### src/rtl/pc_unit_if.sv
// Handshake bundle between execute/control and the program-counter unit.
// Control drives redirect/stall/RAS requests; the PC unit returns fetch PC and status.
interface pc_unit_if #(
  parameter int unsigned XLEN = 32
);
  logic            stall;
  logic            trap;
  logic            redirect_valid;
  logic [XLEN-1:0] redirect_target;
  logic            ras_push;
  logic            ras_pop;
  logic [XLEN-1:0] pc;
  logic [XLEN-1:0] pc_plus4;
  logic [XLEN-1:0] epc;
  logic            misalign_err;
  logic            ras_empty;
  logic            ras_full;

  modport master (
    output stall, trap, redirect_valid, redirect_target, ras_push, ras_pop,
    input  pc, pc_plus4, epc, misalign_err, ras_empty, ras_full
  );

  modport slave (
    input  stall, trap, redirect_valid, redirect_target, ras_push, ras_pop,
    output pc, pc_plus4, epc, misalign_err, ras_empty, ras_full
  );
endinterface

### src/rtl/pc_unit.sv
// Fetch program counter with prioritised next-PC selection (trap, stall, redirect,
// return-address prediction, sequential) plus a circular return-address stack.
module pc_unit #(
  parameter int unsigned     XLEN      = 32,
  parameter logic [XLEN-1:0] RESET_VEC = '0,
  parameter logic [XLEN-1:0] TRAP_VEC  = 'h100,
  parameter int unsigned     RAS_DEPTH = 4
) (
  input  logic   clk_i,
  input  logic   reset_ni,
  pc_unit_if.slave bus
);

  localparam int unsigned PTRW = (RAS_DEPTH > 1) ? $clog2(RAS_DEPTH) : 1;
  localparam int unsigned CNTW = PTRW + 1;

  logic [XLEN-1:0] pc_q, pc_d;
  logic [XLEN-1:0] epc_q, epc_d;
  logic            misalign_q, misalign_d;
  logic [XLEN-1:0] ras_q [RAS_DEPTH];
  logic [PTRW-1:0] top_q, top_d;
  logic [CNTW-1:0] count_q, count_d;

  logic            ras_we;
  logic [PTRW-1:0] ras_widx;
  logic [XLEN-1:0] pc_plus4;
  logic            ras_empty;
  logic            ras_full;

  assign pc_plus4  = pc_q + XLEN'(4);
  assign ras_empty = (count_q == '0);
  assign ras_full  = (count_q == CNTW'(RAS_DEPTH));

  // The top pointer always names the newest live entry; a push writes one slot
  // above it, so a full stack naturally overwrites its oldest entry on wrap.
  always_comb begin
    pc_d       = pc_q;
    epc_d      = epc_q;
    misalign_d = 1'b0;
    top_d      = top_q;
    count_d    = count_q;
    ras_we     = 1'b0;
    ras_widx   = top_q;

    if (bus.trap) begin
      pc_d  = TRAP_VEC;
      epc_d = pc_q;
    end else if (!bus.stall) begin
      if (bus.redirect_valid && (bus.redirect_target[1:0] != 2'b00)) begin
        pc_d       = TRAP_VEC;
        epc_d      = pc_q;
        misalign_d = 1'b1;
      end else if (bus.redirect_valid) begin
        pc_d = bus.redirect_target;
      end else if (bus.ras_pop && !ras_empty) begin
        pc_d = ras_q[top_q];
      end else begin
        pc_d = pc_plus4;
      end

      if (bus.ras_push && bus.ras_pop && !ras_empty) begin
        ras_we   = 1'b1;
        ras_widx = top_q;
      end else if (bus.ras_push) begin
        ras_we   = 1'b1;
        ras_widx = top_q + PTRW'(1);
        top_d    = top_q + PTRW'(1);
        if (!ras_full) begin
          count_d = count_q + CNTW'(1);
        end
      end else if (bus.ras_pop && !ras_empty) begin
        top_d   = top_q - PTRW'(1);
        count_d = count_q - CNTW'(1);
      end
    end
  end

  always_ff @(posedge clk_i or negedge reset_ni) begin
    if (!reset_ni) begin
      pc_q       <= RESET_VEC;
      epc_q      <= '0;
      misalign_q <= 1'b0;
      top_q      <= '0;
      count_q    <= '0;
      for (int i = 0; i < RAS_DEPTH; i++) begin
        ras_q[i] <= '0;
      end
    end else begin
      pc_q       <= pc_d;
      epc_q      <= epc_d;
      misalign_q <= misalign_d;
      top_q      <= top_d;
      count_q    <= count_d;
      if (ras_we) begin
        ras_q[ras_widx] <= pc_plus4;
      end
    end
  end

  assign bus.pc           = pc_q;
  assign bus.pc_plus4     = pc_plus4;
  assign bus.epc          = epc_q;
  assign bus.misalign_err = misalign_q;
  assign bus.ras_empty    = ras_empty;
  assign bus.ras_full     = ras_full;

endmodule

### src/flat_wrapper.sv
// flat-port wrapper written by rule: the top's interface ports become plain ports
module pc_unit_flat 
#(
  parameter int unsigned     XLEN      = 32,
  parameter logic [XLEN-1:0] RESET_VEC = '0,
  parameter logic [XLEN-1:0] TRAP_VEC  = 'h100,
  parameter int unsigned     RAS_DEPTH = 4
)
  (clk_i, reset_ni, bus_stall, bus_trap, bus_redirect_valid, bus_redirect_target, bus_ras_push, bus_ras_pop, bus_pc, bus_pc_plus4, bus_epc, bus_misalign_err, bus_ras_empty, bus_ras_full);
  pc_unit_if #(.XLEN(XLEN)) bus_i ();
  input  logic clk_i;
  input  logic reset_ni;
  input wire logic [$bits(bus_i.stall)-1:0] bus_stall;
  input wire logic [$bits(bus_i.trap)-1:0] bus_trap;
  input wire logic [$bits(bus_i.redirect_valid)-1:0] bus_redirect_valid;
  input wire logic [$bits(bus_i.redirect_target)-1:0] bus_redirect_target;
  input wire logic [$bits(bus_i.ras_push)-1:0] bus_ras_push;
  input wire logic [$bits(bus_i.ras_pop)-1:0] bus_ras_pop;
  output wire logic [$bits(bus_i.pc)-1:0] bus_pc;
  output wire logic [$bits(bus_i.pc_plus4)-1:0] bus_pc_plus4;
  output wire logic [$bits(bus_i.epc)-1:0] bus_epc;
  output wire logic [$bits(bus_i.misalign_err)-1:0] bus_misalign_err;
  output wire logic [$bits(bus_i.ras_empty)-1:0] bus_ras_empty;
  output wire logic [$bits(bus_i.ras_full)-1:0] bus_ras_full;
  assign bus_i.stall = bus_stall;
  assign bus_i.trap = bus_trap;
  assign bus_i.redirect_valid = bus_redirect_valid;
  assign bus_i.redirect_target = bus_redirect_target;
  assign bus_i.ras_push = bus_ras_push;
  assign bus_i.ras_pop = bus_ras_pop;
  assign bus_pc = bus_i.pc;
  assign bus_pc_plus4 = bus_i.pc_plus4;
  assign bus_epc = bus_i.epc;
  assign bus_misalign_err = bus_i.misalign_err;
  assign bus_ras_empty = bus_i.ras_empty;
  assign bus_ras_full = bus_i.ras_full;
  pc_unit #(.XLEN(XLEN), .RESET_VEC(RESET_VEC), .TRAP_VEC(TRAP_VEC), .RAS_DEPTH(RAS_DEPTH)) u_core (.clk_i(clk_i), .reset_ni(reset_ni), .bus(bus_i));
endmodule
### config.mk
export PLATFORM = sky130hd
export DESIGN_NAME = pc_unit_flat
export DESIGN_NICKNAME = d
export VERILOG_FILES = /design/src/rtl/pc_unit_if.sv /design/src/rtl/pc_unit.sv /design/src/flat_wrapper.sv
export SDC_FILE = /design/constraint.sdc
export NUM_CORES = 1
export LEC_CHECK = 0
export BUFFER_PORTS_ARGS = -buffer_cell sky130_fd_sc_hd__buf_2
export CORE_ASPECT_RATIO = 1.75
export CORE_UTILIZATION = 58
export CTS_CLUSTER_SIZE = 28
export DETAILED_ROUTE_END_ITERATION = 16
export MAX_ROUTING_LAYER = met4
export PLACE_DENSITY = 0.81
export SLEW_MARGIN = 10
export SYNTH_ARGS = -nofsm -noshare
export SYNTH_HDL_FRONTEND = slang
export SYNTH_SLANG_ARGS = --single-unit
### constraint.sdc
create_clock -name clk_i -period 2.3 [get_ports clk_i]
set_clock_uncertainty 0.05 [all_clocks]
set_input_delay 0.115 -clock clk_i [delete_from_list [all_inputs] [get_ports clk_i]]
set_output_delay 0.115 -clock clk_i [all_outputs]
set_load 0.05 [all_outputs]
# ---- After elaboration in Yosys (flattened, before gate mapping)
# Index checks and enable logic that the tools add are counted.
dict set report word_totals {
  output_inout_bits 99
  regBits 198
  in_bits 39
}
dict set report op_classes {
  add_sub_neg 5
  n_bitwise 5
  n_lt_le_gt_ge 3
  reduce_logical 13
  mux 30
  n_eq_ne 3
}
# cell count
set op_table {}
lappend op_table {{$mux W32} 11}
lappend op_table {{$bwmux W128} 1}
lappend op_table {{$bmux W32 S2} 1}
lappend op_table {{$demux W32 S2} 1}
lappend op_table {{$add A32 B3 Y32 const B} 1}
lappend op_table {{$mux W2} 6}
lappend op_table {{$mux W3} 3}
lappend op_table {{$mux W1} 7}
lappend op_table {{$ge A3 B3 Y1 const B} 2}
lappend op_table {{$not A2 Y3} 2}
lappend op_table {{$reduce_bool A2 Y1} 3}
lappend op_table {{$logic_and A1 B1 Y1} 5}
lappend op_table {{$reduce_and A5 Y1} 1}
lappend op_table {{$reduce_and A4 Y1} 1}
lappend op_table {{$add A3 B1 Y3 const B} 1}
lappend op_table {{$eq A3 B3 Y1 const B} 1}
lappend op_table {{$logic_not A3 Y1} 1}
lappend op_table {{$lt A3 B1 Y1 const B} 1}
lappend op_table {{$not A1 Y1} 3}
lappend op_table {{$sub A3 B1 Y3 const B} 1}
lappend op_table {{$add A2 B1 Y2 const B} 1}
lappend op_table {{$ne A2 B1 Y1 const B} 1}
lappend op_table {{$ne A2 B2 Y1 const B} 1}
lappend op_table {{$reduce_and A2 Y1} 1}
lappend op_table {{2 further kinds} 2}

# ---- Depth between registers and ports, before layout
# Gate-level depths: netlist (run 1).
dict set report logic_depth {
  ltp_word 12
  ltp_mapped 8
}

# ---- Least setup slack after synthesis (run 1)
# No wires, ideal clock.
dict set report synth_timing {
  path_type {reg-to-reg}
  startpoint {register u_core.count_q[0]}
  endpoint {register u_core.count_q[1]}
  path_buffers 0
  t_arrival_ns 2.326
  synth_period_minus_slack_ns 2.501
  path_stages_with_launch 5
  required_ns 2.125
  path_slack_ns -0.201
  setup_time_ns 0.125
  path_cell_list {dfrtp_1 > nor3b_1 > nor3_1 > o21a_1 > mux2_2}
}
dict set report synth_between {
  word_cells_on_any_way 14
  cone_classes {add/sub: 2; eq/ne: 2; mux: 3; bitwise: 1; reduce/logical: 6}
}
# item line_no
set synth_rtl {}
lappend synth_rtl {{start: declaration} pc_unit.sv:22} ;# logic [CNTW-1:0] count_q, count_d;
lappend synth_rtl {{start signal: assignment} pc_unit.sv:93} ;# count_q <= count_d;
lappend synth_rtl {{$eq A3 B3 Y1} pc_unit.sv:32} ;# assign ras_full = (count_q == CNTW'(RAS_DEPTH));
lappend synth_rtl {{net bus_ras_full} flat_wrapper.sv:24} ;# output wire logic [$bits(bus_i.ras_full)-1:0] bus_ras_full;
lappend synth_rtl {{$ne A2 B2 Y1 (no source line)} -}
lappend synth_rtl {{$reduce_and A5 Y1 (no source line)} -}
# The timed path passes the listed nets, and every way through them passes these cells. The select of a mux whose other input is x is not followed.
# A chain may end at the register's enable or synchronous reset.

# ---- Final worst setup path (run 1)
dict set report layout_timing {
  startpoint {register u_core.pc_q[13] (netlist: u_core.bus.pc[13])}
  endpoint {output bus_pc_plus4[18]}
}
dict set report layout_between {
  elab_chain_len 1
}
# item line_no
set layout_rtl {}
lappend layout_rtl {{start: declaration} pc_unit.sv:17} ;# logic [XLEN-1:0] pc_q, pc_d;
lappend layout_rtl {{start signal: assignment} pc_unit.sv:89} ;# pc_q <= pc_d;
lappend layout_rtl {{$add A32 B3 Y32} pc_unit.sv:30} ;# assign pc_plus4 = pc_q + XLEN'(4);
lappend layout_rtl {{end: declaration} flat_wrapper.sv:20} ;# output wire logic [$bits(bus_i.pc_plus4)-1:0] bus_pc_plus4;
# Every way passes these cells.

==> results of run 1 <==
## layout make-up
cell class	count	area share, %
inverters	34	1.03
repair buffers	255	15.0
multi-input cells	582	37.2
flip-flops and latches	198	40.2
well taps	192	1.94
clock buffers	17	3.43
clock inverters	15	1.27
## power groups by stage
stage / clock [uW] / combinational, uW / sequential [uW]
finish: 2950 / 3890 / 5010
global placement: 0 / 3530 / 4940
global route: 3070 / 4190 / 5080
detailed placement: 0 / 3630 / 5000
floorplan: 0 / 2410 / 5140
CTS: 2960 / 3760 / 4950
## routing by layer
| metal | up-vias | share of wire, % |
|---|---|---|
| li1 | 3523 | - |
| met3 | 143 | 8.2 |
| met4 | 0 | 6.0 |
| met1 | 4141 | 35 |
| met2 | 612 | 51 |
| met5 | - | 0 |
## flip-flops by register name (all words and copies together), names as in the netlist
register,cells
u_core.bus.epc,32
u_core.bus.misalign_err,1
u_core.bus.pc,32
u_core.count_q,3
u_core.ras_q,128
u_core.top_q,2
## Yosys cell counts (3+ instances only)
cell	n
sky130_fd_sc_hd__dfrtp_1	198
sky130_fd_sc_hd__nand2_1	149
sky130_fd_sc_hd__o21ai_0	111
sky130_fd_sc_hd__mux2_2	37
sky130_fd_sc_hd__o21ai_1	35
sky130_fd_sc_hd__inv_1	33
sky130_fd_sc_hd__mux4_2	32
sky130_fd_sc_hd__clkbuf_1	30
sky130_fd_sc_hd__buf_2	22
sky130_fd_sc_hd__xor2_1	16
sky130_fd_sc_hd__a21oi_1	14
sky130_fd_sc_hd__nor2_1	14
sky130_fd_sc_hd__nand3_1	13
sky130_fd_sc_hd__xnor2_1	13
sky130_fd_sc_hd__and3_1	9
sky130_fd_sc_hd__nor3_1	9
sky130_fd_sc_hd__a22o_1	8
sky130_fd_sc_hd__mux2_1	8
sky130_fd_sc_hd__nand4_1	7
sky130_fd_sc_hd__a21o_1	6
sky130_fd_sc_hd__o221a_2	5
sky130_fd_sc_hd__o22ai_1	5
sky130_fd_sc_hd__o31ai_1	5
sky130_fd_sc_hd__a31oi_1	4
sky130_fd_sc_hd__buf_4	4
sky130_fd_sc_hd__nor3b_1	4
sky130_fd_sc_hd__o21ai_2	4
sky130_fd_sc_hd__o221a_1	4
sky130_fd_sc_hd__or3_1	4
sky130_fd_sc_hd__a221o_1	3
sky130_fd_sc_hd__and4_1	3
sky130_fd_sc_hd__nand2b_1	3
sky130_fd_sc_hd__nor2_2	3
sky130_fd_sc_hd__nor4_2	3
sky130_fd_sc_hd__o211ai_1	3
sky130_fd_sc_hd__o21a_1	3
## critical path: cells and delay by family, from the launching register on
| kind | cells | cell delay, ps |
|---|---|---|
| xor+xnor | 1 | 260 |
| flops | 1 | 390 |
| buf+inv | 4 | 600 |
| simple gates | 3 | 650 |
## per-stage QoR
stage / std cells / cell area (sq um) / hold WS [ps]
after global placement: 1211 / 10900 / 84.2
after CTS: 1284 / 12100 / 32.3
final: 1293 / 12400 / 68.4
after global routing: 1293 / 12400 / 88.4
after detailed placement: 1211 / 10900 / 82.5
after floorplan: 875 / 9640 / -231
## final timing paths
path                       cells after the start                           from                        endpoint  slack, ps
max in group asynchronous                      3                       reset_ni    u_core.bus.pc[2]$_DFFE_PN0P_       1260
min in group asynchronous                      2                       reset_ni  u_core.bus.epc[17]$_DFFE_PN0P_        160
hold / removal                                 4         bus_redirect_target[7]    u_core.bus.pc[7]$_DFFE_PN0P_         70
hold reg to reg                                2   u_core.ras_q[21]$_DFFE_PN0P_    u_core.ras_q[21]$_DFFE_PN0P_        430
setup reg to reg                               7  u_core.count_q[2]$_DFFE_PN0P_    u_core.ras_q[11]$_DFFE_PN0P_        100
setup / recovery                               8  u_core.bus.pc[13]$_DFFE_PN0P_                bus_pc_plus4[18]       -210
## cells by family (layout without fill, tap and decap cells)
group / Yosys count / count (layout) / share of synthesized area, %
flip-flops: 198 / 198 / 51.5
XOR/XNOR: 32 / 32 / 3.26
multiplexers: 77 / 77 / 12.8
AO/OA/AOI/OAI: 232 / 232 / 15.1
buffers and inverters: 97 / 321 / 4.68
AND/OR/NAND/NOR: 237 / 239 / 12.4
adder cells (fa/ha/maj): 2 / 2 / 0.338
## timing repair
item / CTS / global route
setup buffers: 26 / 9
gates resized for setup: 53 / 56
endpoints found under the setup margin: 21 / 29
pin swaps: 12 / 11
hold endpoints to repair: 69 / 0
gates cloned: 2 / 0
hold buffers: 13 / 0
==> Implementation_results.wiki, run 1 <==
{| class="wikitable"
! Metric !! Value
|-
| Status || finished with violations
|-
| Failing checks || setup timing
|-
| Drt first-iter violations || 842
|-
| Clock insertion delay at the later pin of the skew report || 450 ps
|-
| Die width || 99.4 microns
|-
| Vias per cell || 6.51
|-
| Met1 track demand over resource in global routing || 39.7%
|-
| Share of flip-flops with an asynchronous set or reset after synthesis || 100%
|-
| Vias in the first global route || 8,028
|-
| Final layout net count || 1,129
|-
| Worst slew margin relative to its limit || 54.4%
|-
| GR Util All Layers || 34.0%
|-
| Post-synth EDFFs || 0
|-
| Total inserted antenna cells || 0
|-
| FF/Latch Area || 4980 sq um
|-
| Multi-input gate area || 4610 sq um
|-
| Switching portion of total power || 37.3%
|-
| Wire length per cell after detailed routing || 22.5 microns
|-
| Maximum single-stage delay on the critical path || 390 ps
|-
| Required time of the critical path || 2130 ps
|-
| Fraction of post-synthesis cell area in the top cell type by area || 51.5%
|-
| Hold/Removal Path Class || in2reg
|-
| Cells along the critical path || buf_4 -> nand3_1 -> nor4_2 -> buf_4 -> nand3_2 -> xor2_2 -> inv_1 -> buf_4
|-
| Max Buffers Root-to-Sink || 2
|-
| Peak clock frequency supported by timing || 398 MHz
|-
| Maximum net fanout on the critical path || 4
|-
| CP Class || reg2out
|-
| Worst Setup End Kind || primary output
|-
| Global Route met3 Usage || 4.53%
|-
| Internal power component || 7430 uW
|-
| Initial cell density of the core || 59.1%
|-
| Number of clock sinks || 198
|-
| Actual transition at the worst max-transition pin || 681 ps
|-
| IO buf count || 137
|-
| Setup TNS || -1270 ps
|-
| Post-layout min period || 2510 ps
|-
| Pin count of the biggest net entering global routing || 62
|-
| Worst Setup Slack post-DPL || 88.2 ps
|-
| Worst path setup slack after routing || -211 ps
|-
| Chip height || 172 microns
|-
| Net count after synthesis || 916
|-
| RSZ-0062 raised after global routing || yes
|-
| Estimated wirelength of the detail-placed design || 17.9 mm
|-
| Number of setup violations in the final report || 18
|-
| Cells taking the most area after synthesis || sky130_fd_sc_hd__dfrtp_1 51%, sky130_fd_sc_hd__mux4_2 7.5%, sky130_fd_sc_hd__nand2_1 5.8%, sky130_fd_sc_hd__o21ai_0 5.8%, sky130_fd_sc_hd__mux2_2 4.3%
|-
| Reported max-cap violation count || 0
|-
| Cells after synthesis || 875
|-
| GRT met2 Usage || 55.8%
|-
| Power per Cell Area || 955 nW/um^2
|-
| Total Routed Length || 29.1 mm
|-
| Number of distinct library cells after synthesis || 76
|-
| Final GP Congestion || 0.910
|-
| Period Utilization, post-route || 109%
|-
| Routed Antenna Nets || 0
|-
| Final core occ || 76.1%
|-
| Clock power frac || 24.9%
|-
| Top-level port count || 138
|-
| Routed via count || 8,419
|-
| CTS tree || done
|-
| Pre-Repair DR Iteration Count || 8
|-
| Post-layout total power || 11,800 uW
|-
| Total global routing overflow || 0
|-
| Relative area change from synthesis to final layout || 28.9%
|-
| Avg Cell Area, Syn || 11.0 sq um
|-
| Part of the power in registers || 42.3%
|-
| Max Transition Viols Final || 0
|-
| Worst Path Arrival || 2350 ps
|-
| Number of inserted filler cells in the final layout || 933
|-
| Final number of hold-violating endpoints || 0
|-
| Crit-path most repeated cell || sky130_fd_sc_hd__buf_4
|-
| Post-synthesis cell type with the largest combined area || sky130_fd_sc_hd__dfrtp_1
|-
| Initial antenna violation count || 0
|-
| Rows || 62
|-
| Commonest non-fill, non-tap cells in the layout || 179 x sky130_fd_sc_hd__dfrtp_1, 147 x sky130_fd_sc_hd__nand2_1, 118 x sky130_fd_sc_hd__buf_2
|-
| Post-Synthesis Cell Area || 9620 sq um
|-
| Total DRC errors in the routed layout || 0
|-
| Part of the Yosys area used for sequential elements || 51.5%
|-
| Crit path max-delay cell type || sky130_fd_sc_hd__dfrtp_2
|-
| Clock-pin transition on the worst setup and hold timing paths || 80 ps
|-
| Most common cell after layout, fill and taps aside || sky130_fd_sc_hd__dfrtp_1
|-
| Htree depth || 4
|-
| Gr busiest metal || met2
|-
| Global-route wire length before repair || 42.4 mm
|-
| Syn. warnings || 0
|-
| Power share of the combinational group || 32.9%
|-
| Lkg Pwr || 0.00594 uW
|-
| IR drop worst, VDD || 0.580 mV
|-
| Critical Path Start Type || flop
|-
| TritonCTS Buffers || 17
|-
| Clock root buffer || sky130_fd_sc_hd__clkbuf_16
|-
| Flip-flop and latch count after synthesis || 198
|-
| Total die area || 17,100 sq um
|-
| Switching pwr || 4420 uW
|-
| Core region area || 16,300 sq um
|-
| Layout cells sized above 1 || 40.5%
|-
| Leading register cell type out of synthesis || sky130_fd_sc_hd__dfrtp_1
|}
Power figures use the tool's default switching activity.
==> inputs of run 2 (changes only) <==
--- a/config.mk
+++ b/config.mk
@@ -11,4 +11,5 @@
 export CTS_CLUSTER_SIZE = 28
 export DETAILED_ROUTE_END_ITERATION = 16
+export GPL_ROUTABILITY_DRIVEN = 0
 export MAX_ROUTING_LAYER = met4
 export PLACE_DENSITY = 0.81
==> constraint.sdc (replaced) <==
create_clock -name clk_i -period 2.3 [get_ports clk_i]
set_clock_uncertainty 0.05 [all_clocks]
set_input_delay 0.23 -clock clk_i [delete_from_list [all_inputs] [get_ports clk_i]]
set_output_delay 0.23 -clock clk_i [all_outputs]
set_load 0.05 [all_outputs]
==> run 2 against run 1 <==
  * The flow still finishes with violations (setup timing)
  * Sequential power decreased by 0.8%
  * Non-clock buffer count rose by 14
  * Setup slack worse by 55 ps
  * Flip-flop and latch count unchanged
  * Design area increased by 1.8%
  * Power grew 3.6%
  * Register-to-register slack lost 180 ps
  * Combinational power is 7.5% higher
==> Implementation_results.wiki, run 2 (synthesized netlist as in run 1, its figures left out) <==
{| class="wikitable"
! Metric !! Value
|-
| Period Utilization, post-route || 112% (+2.4 points)
|-
| Number of cells on the worst reg-to-reg path || 6 (-1)
|-
| Worst Path Arrival || 2290 ps (-60 ps)
|-
| Peak clock frequency supported by timing || 390 MHz (-2.1%)
|-
| Worst slew margin relative to its limit || 36.5% (-18 points)
|-
| Max Buffers Root-to-Sink || 2 (unchanged)
|-
| IR drop worst, VDD || 0.580 mV (about the same)
|-
| Required time of the critical path || 2020 ps (-110 ps)
|-
| Minimum setup slack among reg-to-reg paths || -80 ps (-180 ps)
|-
| Post-route design area || 12,600 sq um (+1.8%)
|-
| Routed Antenna Nets || 0 (unchanged)
|-
| Initial cell density of the core || 59.1% (unchanged)
|-
| Clock-pin transition on the worst setup and hold timing paths || 80 ps (about the same)
|-
| Total Routed Length || 32.8 mm (+13%)
|-
| Final number of hold-violating endpoints || 0 (unchanged)
|-
| Flip-flop count of the largest register, all copies and words added || 128 (unchanged)
|-
| Actual transition at the worst max-transition pin || 942 ps (+261 ps)
|-
| Htree depth || 4 (unchanged)
|-
| Pre-Repair DR Iteration Count || 5 (-3)
|-
| Maximum net fanout on the critical path || 6 (+2)
|-
| Power share of the combinational group || 34.0% (+1.1 points)
|-
| Wire length per cell after detailed routing || 25.1 microns (+12%)
|-
| Clock root buffer || sky130_fd_sc_hd__clkbuf_16
|-
| IO buf count || 137 (unchanged)
|-
| Part of the power in registers || 40.5% (-1.8 points)
|-
| Internal power component || 7620 uW (+2.7%)
|-
| Buffers and inverters on the worst path || 4 (unchanged)
|-
| Maximum single-stage delay on the critical path || 410 ps (+20 ps)
|-
| Switching pwr || 4650 uW (+5.2%)
|-
| Relative area change from synthesis to final layout || 31.2%
|-
| Commonest non-fill, non-tap cells in the layout || 173 x sky130_fd_sc_hd__dfrtp_1, 148 x sky130_fd_sc_hd__nand2_1, 119 x sky130_fd_sc_hd__buf_4
|-
| Crit-path most repeated cell || sky130_fd_sc_hd__buf_4
|-
| Capture instance of the worst register-to-register path || u_core.bus.pc[15]$_DFFE_PN0P_
|-
| RSZ-0062 raised after global routing || yes
|-
| Routed via count || 8,899 (+5.7%)
|-
| Max Transition Viols Final || 0 (unchanged)
|-
| Number of setup violations in the final report || 29 (+11)
|-
| Rows || 62 (unchanged)
|-
| Setup TNS || -3450 ps (-2180 ps)
|-
| Lkg Pwr || 0.00607 uW (+2.1%)
|-
| Estimated wirelength of the detail-placed design || 17.4 mm (-2.5%)
|-
| Critical Path Start Type || flop
|-
| Clock insertion delay at the later pin of the skew report || 440 ps (about the same)
|-
| Vias in the first global route || 8,255 (+2.8%)
|-
| Initial antenna violation count || 1 (+1)
|-
| Pin count of the biggest net entering global routing || 60 (-3.2%)
|-
| Worst path setup slack after routing || -266 ps (-54.7 ps)
|-
| Failing checks || setup timing
|-
| Hold/Removal Path Class || in2reg
|-
| Total die area || 17,100 sq um (unchanged)
|-
| Total DRC errors in the routed layout || 0 (unchanged)
|-
| Top-level port count || 138 (unchanged)
|-
| Die width || 99.4 microns (unchanged)
|-
| Worst hold start || bus_stall
|-
| Total global routing overflow || 0 (unchanged)
|-
| CP Class || reg2out
|-
| Instance area after placement || 10,900 sq um (about the same)
|-
| Layout cells sized above 1 || 43.4% (+2.9 points)
|-
| Final layout net count || 1,142 (+1.2%)
|-
| CTS tree || done
|-
| GR Util All Layers || 34.1% (+0.039 points)
|-
| Cells along the critical path || nand4_1 -> buf_4 -> nor4_4 -> buf_6 -> nand2_1 -> xor2_2 -> inv_1 -> buf_4
|-
| Power per Cell Area || 972 nW/um^2 (+1.8%)
|-
| Status || finished with violations
|-
| Cell family with the largest share of critical-path delay || buffers and inverters
|-
| Reg with most FFs || u_core.ras_q
|-
| Clock power frac || 25.4% (+0.5 points)
|-
| Most common cell after layout, fill and taps aside || sky130_fd_sc_hd__dfrtp_1
|-
| Switching portion of total power || 37.9% (+0.58 points)
|-
| Worst Setup End Kind || primary output
|-
| Hold path depth || 2 (-2)
|-
| Worst Hold Endpoint || u_core.bus.misalign_err$_DFF_PN0_
|-
| Global-route wire length before repair || 42.6 mm (+0.34%)
|-
| Number of clock sinks || 198 (unchanged)
|-
| Drt first-iter violations || 1,020 (+21%)
|-
| Final Hold Slack || 28.9 ps (-39.4 ps)
|-
| R2R Path Start || u_core.count_q[2]$_DFFE_PN0P_
|-
| Vias per cell || 6.81 (+4.6%)
|-
| Crit path max-delay cell type || sky130_fd_sc_hd__dfrtp_2
|-
| Post-layout min period || 2570 ps (+54.7 ps)
|-
| TritonCTS Buffers || 17 (unchanged)
|-
| Core region area || 16,300 sq um (unchanged)
|-
| Chip height || 172 microns (unchanged)
|-
| Reported max-cap violation count || 0 (unchanged)
|}
[run 2: cell count changes in the layout (fill, tap and decap cells not counted), moves of 4 or more]
cell and delta:
sky130_fd_sc_hd__buf_2 -4, sky130_fd_sc_hd__buf_4 +28, sky130_fd_sc_hd__dfrtp_1 -6, sky130_fd_sc_hd__dfrtp_2 +7, sky130_fd_sc_hd__dlygate4sd3_1 -12, sky130_fd_sc_hd__inv_1 -5, sky130_fd_sc_hd__inv_2 +4, sky130_fd_sc_hd__inv_6 +5
[run 2: layer usage]
metal | global-route usage (%) | share of wire (%) | vias up
met4 | 19.8 | 7.7 | 0
met2 | 57.2 | 49 | 752
li1 | - | - | 3573
met5 | - | 0 | -
met3 | 5.94 | 10 | 255
met1 | 38.3 | 33 | 4319
[run 2: worst max-delay path by stage]
| stage | cells after the start | end | slack [ps] | startpoint |
|---|---|---|---|---|
| global placement | 7 | bus_pc_plus4[22] | 110 | u_core.bus.pc[3]$_DFFE_PN0P_ |
| floorplan | 7 | bus_pc_plus4[15] | 0.8 | u_core.bus.pc[2]$_DFFE_PN0P_ |
| finish | 8 | bus_pc_plus4[25] | -270 | u_core.bus.pc[13]$_DFFE_PN0P_ |
| detailed placement | 7 | bus_pc_plus4[22] | 70 | u_core.bus.pc[3]$_DFFE_PN0P_ |
| CTS | 6 | bus_pc_plus4[23] | -180 | u_core.bus.pc[9]$_DFFE_PN0P_ |
| global route | 8 | bus_pc_plus4[25] | -370 | u_core.bus.pc[13]$_DFFE_PN0P_ |
[run 2: power groups by stage]
| stage | Clock [uW] | Sequential, uW | Combinational (uW) |
|---|---|---|---|
| 2_1_floorplan | 0 | 5150 | 2410 |
| 3_3_place_gp | 0 | 4880 | 3620 |
| 3_5_place_dp | 0 | 4950 | 3740 |
| 4_1_cts | 3110 | 4880 | 3860 |
| 5_1_grt | 3250 | 5020 | 4420 |
| 6_report | 3120 | 4970 | 4180 |
[run 2: area by class of cell]
type | count | area, sq um
Sequential cell | 198 | 4990
Multi-Input combinational cell | 581 | 4690
Fill cell | 874 | 3660
Timing Repair Buffer | 269 | 1960
Clock buffer | 18 | 439
Tap cell | 192 | 240
Clock inverter | 14 | 174
Inverter | 34 | 131
Antenna cell | 1 | 2.50
[run 2: what timing repair did]
item / in CTS / in global routing
hold buffers: 1 / 0
gates cloned: 1 / 0
setup buffers: 30 / 37
pin swaps: 19 / 32
gates resized for setup: 61 / 64
hold endpoints to repair: 55 / 0
setup endpoints to repair: 24 / 26
[run 2: per-stage QoR]
| stage | setup WS (ps) | total power (uW) | utilization [%] | instances |
|---|---|---|---|---|
| 2_1_floorplan | 0.761 | 7560 | - | 875 |
| 3_3_place_gp | 113 | 8510 | 67.0 | 1209 |
| 3_5_place_dp | 72.9 | 8690 | 67.0 | 1209 |
| 4_1_cts | -182 | 11800 | 74.1 | 1273 |
| 5_1_grt | -370 | 12700 | 77.5 | 1307 |
| 6_report | -266 | 12300 | 77.5 | 1307 |
